File: config.mk
export PLATFORM = sky130hd
export DESIGN_NAME = mem_arbiter
export DESIGN_NICKNAME = d
export VERILOG_FILES = /design/src/rtl/mem_arb_pkg.sv /design/src/rtl/rr_arb2.sv /design/src/rtl/mem_arbiter.sv
export SDC_FILE = /design/constraint.sdc
export NUM_CORES = 1
export LEC_CHECK = 0
export BUFFER_PORTS_ARGS = -buffer_cell sky130_fd_sc_hd__buf_2
export CORE_ASPECT_RATIO = 0.5
export CORE_UTILIZATION = 30
export CTS_CLUSTER_DIAMETER = 200
export DETAILED_ROUTE_END_ITERATION = 16
export HOLD_SLACK_MARGIN = 0.03
export SKIP_CTS_REPAIR_TIMING = 1
export SLEW_MARGIN = 20
export SYNTH_ARGS = -nofsm -noshare
export SYNTH_HDL_FRONTEND = slang
export SYNTH_SLANG_ARGS = --single-unit
File: constraint.sdc
create_clock -name clk -period 1.4 [get_ports clk]
set_clock_uncertainty 0.05 [all_clocks]
set_input_delay 0.14 -clock clk [delete_from_list [all_inputs] [get_ports clk]]
set_output_delay 0.14 -clock clk [all_outputs]
set_load 0.05 [all_outputs]
File: src/rtl/mem_arb_pkg.sv
// -----------------------------------------------------------------------------
// mem_arb_pkg
// Shared definitions for the two-port memory arbiter:
//   - state_t      : arbiter FSM state encoding
//   - P_CPU, P_LDR : port indices (processor = 0, loader/debug master = 1)
//   - DEF_AW, DEF_DW, DEF_DEPTH : default address width, data width and
//                    number of implemented memory words
// -----------------------------------------------------------------------------
package mem_arb_pkg;

    typedef enum logic [1:0] {
        IDLE    = 2'd0,
        ACCESS  = 2'd1,
        CAPTURE = 2'd2
    } state_t;

    localparam logic P_CPU = 1'b0;
    localparam logic P_LDR = 1'b1;

    localparam int DEF_AW    = 8;
    localparam int DEF_DW    = 8;
    localparam int DEF_DEPTH = 3;

endpackage : mem_arb_pkg

File: src/rtl/rr_arb2.sv
// -----------------------------------------------------------------------------
// rr_arb2
// Combinational two-way round-robin picker.
// Ports:
//   req[1:0] in  : request from port 0 / port 1
//   last     in  : index of the port granted most recently
//   win      out : index of the winning port (meaningful only when any = 1)
//   any      out : at least one request is pending
// -----------------------------------------------------------------------------
module rr_arb2 (
    input  logic [1:0] req,
    input  logic       last,
    output logic       win,
    output logic       any
);

    assign any = |req;

    // On a tie the port that did not win last time goes next; otherwise the
    // single requester wins (req[1] alone selects port 1, else port 0).
    assign win = (req[0] & req[1]) ? ~last : req[1];

endmodule : rr_arb2

File: src/rtl/mem_arbiter.sv
// -----------------------------------------------------------------------------
// mem_arbiter
// Round-robin arbiter sharing a single-port, registered-read memory between
// the processor (port 0) and a loader/debug master (port 1). Each accepted
// request becomes one ACCESS cycle carrying a read or write strobe; reads
// spend one more CAPTURE cycle and return data with a registered rvalid.
// Ports:
//   clk, rst_n                     : clock, asynchronous active-low reset
//   req0/1, we0/1, addr0/1, wdata0/1 : requester side, held until gnt
//   gnt0/1                         : one-cycle accept pulse (ACCESS cycle)
//   err0/1                         : out-of-range pulse, coincident with gnt
//   rvalid0/1, rdata0/1            : read return; rdata holds between pulses
//   mem_r, mem_w, mem_addr         : memory strobes and address
//   mem_wdata, mem_data_oe         : write data and bus drive enable
//   mem_rdata                      : memory read data, valid cycle after mem_r
// -----------------------------------------------------------------------------
module mem_arbiter
    import mem_arb_pkg::*;
#(
    parameter int AW    = DEF_AW,
    parameter int DW    = DEF_DW,
    parameter int DEPTH = DEF_DEPTH
) (
    input  logic          clk,
    input  logic          rst_n,

    input  logic          req0,
    input  logic          we0,
    input  logic [AW-1:0] addr0,
    input  logic [DW-1:0] wdata0,
    input  logic          req1,
    input  logic          we1,
    input  logic [AW-1:0] addr1,
    input  logic [DW-1:0] wdata1,

    output logic          gnt0,
    output logic          gnt1,
    output logic          rvalid0,
    output logic          rvalid1,
    output logic [DW-1:0] rdata0,
    output logic [DW-1:0] rdata1,
    output logic          err0,
    output logic          err1,

    output logic          mem_r,
    output logic          mem_w,
    output logic [AW-1:0] mem_addr,
    output logic [DW-1:0] mem_wdata,
    output logic          mem_data_oe,
    input  logic [DW-1:0] mem_rdata
);

    // One extra bit so that a DEPTH equal to 2**AW still compares correctly.
    localparam logic [AW:0] DEPTH_W = (AW+1)'(DEPTH);

    state_t        r_state;
    logic          r_last;
    logic          r_cur;
    logic          r_we;
    logic          r_oor;
    logic [AW-1:0] r_addr;
    logic [DW-1:0] r_wdata;
    logic [1:0]    r_gnt;
    logic [1:0]    r_err;
    logic [1:0]    r_rvalid;
    logic [DW-1:0] r_rdata0;
    logic [DW-1:0] r_rdata1;
    logic          r_mem_r;
    logic          r_mem_w;

    logic          w_win;
    logic          w_any;
    logic          w_we;
    logic [AW-1:0] w_addr;
    logic [DW-1:0] w_wdata;
    logic          w_in_range;
    logic [DW-1:0] w_cap_data;

    rr_arb2 u_rr_arb2 (
        .req  ({req1, req0}),
        .last (r_last),
        .win  (w_win),
        .any  (w_any)
    );

    // Winner's request fields, selected combinationally for the IDLE decision.
    assign w_we       = (w_win == P_LDR) ? we1    : we0;
    assign w_addr     = (w_win == P_LDR) ? addr1  : addr0;
    assign w_wdata    = (w_win == P_LDR) ? wdata1 : wdata0;
    assign w_in_range = {1'b0, w_addr} < DEPTH_W;

    // Out-of-range reads return zero instead of whatever the memory drives.
    assign w_cap_data = r_oor ? '0 : mem_rdata;

    // All strobe/handshake outputs are computed one edge early (on the
    // IDLE -> ACCESS transition) so that they are registered yet still land
    // exactly in the ACCESS cycle.
    always_ff @(posedge clk or negedge rst_n) begin
        if (!rst_n) begin
            r_state  <= IDLE;
            r_last   <= P_LDR;
            r_cur    <= P_CPU;
            r_we     <= 1'b0;
            r_oor    <= 1'b0;
            r_addr   <= '0;
            r_wdata  <= '0;
            r_gnt    <= '0;
            r_err    <= '0;
            r_rvalid <= '0;
            r_rdata0 <= '0;
            r_rdata1 <= '0;
            r_mem_r  <= 1'b0;
            r_mem_w  <= 1'b0;
        end else begin
            // NOTE: non-blocking assignments throughout: every register here
            // must see the pre-edge values of its neighbours, and the pulse
            // defaults below are overridden by later assignments in the same
            // block without creating ordering races.
            r_gnt    <= '0;
            r_err    <= '0;
            r_rvalid <= '0;
            r_mem_r  <= 1'b0;
            r_mem_w  <= 1'b0;

            case (r_state)
                IDLE: begin
                    if (w_any) begin
                        r_state       <= ACCESS;
                        r_cur         <= w_win;
                        r_last        <= w_win;
                        r_we          <= w_we;
                        r_oor         <= !w_in_range;
                        r_addr        <= w_addr;
                        r_wdata       <= w_wdata;
                        r_gnt[w_win]  <= 1'b1;
                        r_err[w_win]  <= !w_in_range;
                        r_mem_r       <= w_in_range && !w_we;
                        r_mem_w       <= w_in_range && w_we;
                    end
                end

                ACCESS: begin
                    // Writes (including dropped out-of-range ones) finish here.
                    r_state <= r_we ? IDLE : CAPTURE;
                end

                CAPTURE: begin
                    r_state           <= IDLE;
                    r_rvalid[r_cur]   <= 1'b1;
                    if (r_cur == P_LDR) begin
                        r_rdata1 <= w_cap_data;
                    end else begin
                        r_rdata0 <= w_cap_data;
                    end
                end

                default: begin
                    r_state <= IDLE;
                end
            endcase
        end
    end

    assign gnt0        = r_gnt[P_CPU];
    assign gnt1        = r_gnt[P_LDR];
    assign err0        = r_err[P_CPU];
    assign err1        = r_err[P_LDR];
    assign rvalid0     = r_rvalid[P_CPU];
    assign rvalid1     = r_rvalid[P_LDR];
    assign rdata0      = r_rdata0;
    assign rdata1      = r_rdata1;
    assign mem_r       = r_mem_r;
    assign mem_w       = r_mem_w;
    assign mem_addr    = r_addr;
    assign mem_wdata   = r_wdata;
    // The bus is driven exactly when a write strobe is issued.
    assign mem_data_oe = r_mem_w;

endmodule : mem_arbiter

* Word level (Yosys, flattened, before mapping)
Index checks and enable logic that the tools add are counted.
Word-level totals: bits in registers 46, output and inout port bits 41, logic and storage cells 58
Operators by class: order comparisons 5, equal/unequal tests 3, multiplexer cells 21, bitwise operators 4, reductions and logical operators 11
Operators with widths (count):
- 2-to-1 mux 8 bit | 3
- 2-to-1 mux 2 bit | 7
- < comparator 8 x 2 -> 1 bit, second input constant | 1
- 2-to-1 mux 1 bit | 8
- AND reduction 2 bit | 3
- logical AND 1 bit | 4
- < comparator 1 x 2 -> 1 bit, second input constant | 2
- one-hot mux 2 bit (2 select lines) | 1
- AND 2 bit | 1
- demux 1 bit (select 1 bit) | 2
- equality test 2 x 1 -> 1 bit, second input constant | 1
- equality test 2 bit, second input constant | 1
- greater-or-equal comparator 1 bit, second input constant | 2
- logical NOT 1 bit | 2
- logical NOT 2 bit | 1
- != test 2 x 1 -> 1 bit, second input constant | 1
- NOT 1 bit | 2
- OR reduction 2 bit | 1
- AND 1 bit | 1

* Logic depth before layout (Yosys ltp)
word-level depth 9, depth in mapped cells 6, depth with buffers taken out 5

* Cells and area by module
A second synthesis with hierarchy kept.
Unflattened totals: cells, all modules 177, area, all modules 1964.4 um^2
Modules (own cells, without submodules):
- mem_arbiter | times used 1, cells each 175, area each 1950.6 um^2, seq. area each 1152.4 um^2
- rr_arb2 | times used 1, cells each 2, area each 13.8 um^2, seq. area each 0.0 um^2

* Least setup slack after synthesis
No wires, ideal clock.
path kind register to register, start reg r_state[0], end reg r_rdata0[0], in the netlist rdata0[0], setup time 0.128 ns, data arrival time 1.131 ns, required time 1.222 ns, path slack 0.091 ns, stages on the path, launching flop included 6, buffers on the path 2, clock period less this slack 1.309 ns, path through dfrtp_1 -> or3b_1 -> buf_2 -> buf_6 -> nand2_1 -> o21ai_0
On the way: longest elaborated chain between the ends 2
Ends and longest elaborated chain:
- from (decl) | line mem_arbiter.sv:56 | state_t r_state;
- from (signal assigned) | line mem_arbiter.sv:144 | r_state <= r_we ? IDLE : CAPTURE;
- equality test 2 bit | line mem_arbiter.sv:125 | case (r_state)
- AND reduction 2 bit (no line)
- to (signal assigned) | line mem_arbiter.sv:153 | r_rdata0 <= w_cap_data;
- to (decl) | line mem_arbiter.sv:66 | logic [DW-1:0] r_rdata0;
Every way passes these cells. A chain may end at the register's enable or synchronous reset.

* Worst setup path after layout
start reg r_last, end reg r_wdata[0], in the netlist mem_wdata[0]
On the way: longest elaborated chain between the ends 3
Ends and longest elaborated chain:
- from (decl) | line mem_arbiter.sv:57 | logic r_last;
- from (signal assigned) | line mem_arbiter.sv:130 | r_last <= w_win;
- NOT 1 bit | line rr_arb2.sv:21 | assign win = (req[0] & req[1]) ? ~last : req[1];
- 2-to-1 mux 1 bit | line rr_arb2.sv:21
- 2-to-1 mux 8 bit | line mem_arbiter.sv:89 | assign w_wdata = (w_win == P_LDR) ? wdata1 : wdata0;
- to (signal assigned) | line mem_arbiter.sv:134 | r_wdata <= w_wdata;
- to (decl) | line mem_arbiter.sv:62 | logic [DW-1:0] r_wdata;
Every way passes these cells.

==> impl_metrics.tcl <==
set metrics [dict create \
    run_status "finished clean" \
    placement_rows 20 \
    postRouteWirelength_um 4261 \
    final-setup-viol-count 0 \
    power.sequential.fraction 0.319 \
    rr_startpoint "r_last" \
    p_switching_w 0.003377 \
    start_util 0.3128 \
    io_buffers 86 \
    die_width_um 114.6 \
    grt_met1_use 0.1687 \
    ys_seq_elements 46 \
    floorplan.die.height_um 58.30 \
    clockRootBuffer "clkbuf_16" \
    placeableCoreArea_mm2 0.006081 \
    power_per_cell_area_mw_per_mm2 2629 \
    endpoint_kind "flop" \
    start_kind "flop" \
    worst_path_largest_cell_delay_ps 560 \
    max-vdd-ir-drop_uv 829.6 \
    ys_dominant_reg_cell "dfrtp_1" \
    synth_nets 218 \
    grt_pass1_wl_um 6975 \
    busiest_metal_layer_after_global_routing "met2" \
    floorplan.die_area_mm2 0.006681 \
    yosysWarnings 0 \
    power.internal_w 0.003643 \
    drc_errors 0 \
    cts.sinks 46 \
    grt.overflow.total 0 \
    synthDistinctLibCells 29 \
    min-delay-path-class "in2reg" \
    gr-usage-met3 0.03913 \
    route.antenna.remaining_nets 0 \
    vias_per_cell 4.317 \
    cts-htree-levels 2 \
    routedWlPerCell_um 11.97 \
    via_count_of_the_first_global_routing_pass 1517 \
    p_leak_nw 1.391 \
    fill_cells 575 \
    tightestPinTransition_ps 373.5 \
    critPathKind "reg2reg" \
    number_of_antenna_violations_at_the_first_check_in_global_routing 0 \
    placedInstanceArea_mm2 0.002461 \
    nets 313 \
    drv_cap 0 \
    setup_total_negative_slack_ps 0 \
    tritoncts "done" \
    drt_first_iter_violations 34 \
    cts_max_path_buffers 2 \
    fin_crit_sh 0.9808 \
    clk_pin_slew_worst_paths_ps 60 \
    sequential_area_share_after_synthesis 0.6059 \
    power.share.clock 0.187 \
    report.final.hold_viol_count 0 \
    switching_share 0.4811 \
    synthCells 172 \
    largest_net_degree_at_the_start_of_global_routing 33 \
    synth-edff-count 0 \
    worstSkewPairLatency_ps 280 \
    drt_pre_antenna_iters 4 \
    asyncSetResetFlopFracSynth 1.000 \
    timing.hold.worst.start "wdata0[0]" \
    r2r_setup_slack_ps 30 \
    layout-drive-gt1-share 0.4216 \
    comb_power_share 0.494 \
    worst_hold_path.endpoint "mem_wdata[0]" \
    n_antenna_cell 0 \
    synth_area_per_cell_um2 11.06 \
    syn_to_final_growth_pct 40.39 \
    number_of_buffers_inserted_during_clock_tree_synthesis 5 \
    crit_arrival_ps 1490 \
    report.power.total_w 0.007020 \
    cp_data_required_time_ps 1520 \
    final-max-slew-violation-count 0 \
    via_count 1537 \
    critical_path.slowest_cell "dfstp_2" \
    rr_worst_depth 4 \
    netlist_area_mm2 0.001902 \
    finalCriticalPeriod_ps 1373 \
    worst_slew_margin_rel 0.7510 \
    place_hpwl_um 3267 \
    track_usage 0.1371 \
    rsz0062_at_grt "true" \
    critical_path.cell_chain "a21boi_4 -> buf_4 -> and3_1 -> a221o_1" \
    crit_fanout 8 \
    groute.layer.met2.usage 0.2320 \
    maxClockFrequency_mhz 728.2 \
    finish.instance_area_mm2 0.002670 \
    worstReg2RegEnd "mem_wdata[0]" \
    io_pins 87 \
    place.gp.congestion 0.7935 \
    whs_path_depth 2 \
]
## how the worst max path moves through the flow
stage | endpoint | from | slack (ps) | cells after the start
floorplan | rdata0[0] | r_state[0] | 90 | 5
CTS | mem_addr[5] | r_last | 10 | 4
finish | mem_wdata[0] | r_last | 30 | 4
global placement | mem_wdata[5] | r_last | 90 | 4
detailed placement | mem_addr[2] | r_last | 20 | 4
global route | mem_wdata[0] | r_last | -30 | 4
## metal layers
metal,vias up,part of all wire
li1,775,-
met1,722,0.46
met2,35,0.49
met3,5,0.039
met4,0,0.012
met5,-,0
## metrics by stage
stage                     hold slack, ps  utilization  std cells  worst slack, ps
after floorplan                   -205.6            -        172            91.29
after global placement             17.05       0.4047        345            85.19
after detailed placement           30.60       0.4047        345            17.44
after CTS                         -274.8       0.4315        353            11.24
after global routing               37.07       0.4391        356           -25.84
final                              37.46       0.4391        356            26.84
## placed cells by master (no fill, tap or decap), types with 2 or more instances in the layout
master / netlist / layout
buf_2: 4 / 86
dfrtp_1: 45 / 45
nand2_1: 34 / 34
o21ai_0: 25 / 22
mux2i_1: 16 / 13
o21ai_1: 7 / 9
nand2b_1: 8 / 8
buf_4: 2 / 8
clkbuf_16: 0 / 5
o21ai_2: 2 / 3
inv_1: 3 / 3
mux2i_2: 0 / 3
a211oi_1: 2 / 2
nor4_1: 2 / 2
and3_1: 2 / 2
a21o_1: 2 / 2
clkbuf_1: 2 / 2
buf_6: 2 / 2
## state kept, by name, indices dropped and copies added (netlist names)
register     cells
mem_addr         8
mem_data_oe      1
r_oor            1
mem_r            1
r_err            2
rdata0           8
r_state          2
r_cur            1
r_we             1
rdata1           8
r_gnt            2
r_last           1
mem_wdata        8
r_rvalid         2
## synth_stat cells (all sizes together), types with 2 or more instances
cell type	number	area [µm²]
dfrtp	45	1126
nand2	34	127.6
o21ai	34	177.7
mux2i	16	160.2
buf	8	57.55
nand2b	8	50.05
inv	3	11.26
a211oi	2	15.01
a21o	2	15.01
and3	2	12.51
clkbuf	2	7.510
nor2	2	7.510
nor3b	2	20.02
nor4	2	12.51
## power by group through the flow
stage | registers, W | clock network [W] | logic, W
floorplan | 0.00395 | 0 | 0.000888
global placement | 0.00224 | 0 | 0.00341
detailed placement | 0.00227 | 0 | 0.00346
CTS | 0.00225 | 0.00135 | 0.00346
global route | 0.00232 | 0.00141 | 0.00371
finish | 0.00224 | 0.00131 | 0.00347
## critical path: cells and delay by family (launching register included)
family,cells,cell delay [ps]
flip-flops,1,560
AO/OA/AOI/OAI,2,350
buffers and inverters,1,150
AND/OR/NAND/NOR,1,150
## area by class of cell
type | instances | area (µm²) | area share
multi-input combinational | 113 | 690.7 | 0.2587
clock buffer | 7 | 132.6 | 0.04967
inverter | 3 | 11.26 | 0.004217
tap | 88 | 110.1 | 0.04124
sequential | 46 | 1152 | 0.4316
timing repair buffer | 98 | 543.0 | 0.2034
clock inverter | 1 | 30.03 | 0.01125
## kinds of logic after synthesis
family / count (synthesis) / synth area share
simple gates: 56 / 0.1414
compound gates: 41 / 0.1283
buf+inv: 13 / 0.04013
mux: 16 / 0.08421
flops: 46 / 0.6059
Power figures use the tool's default switching activity.
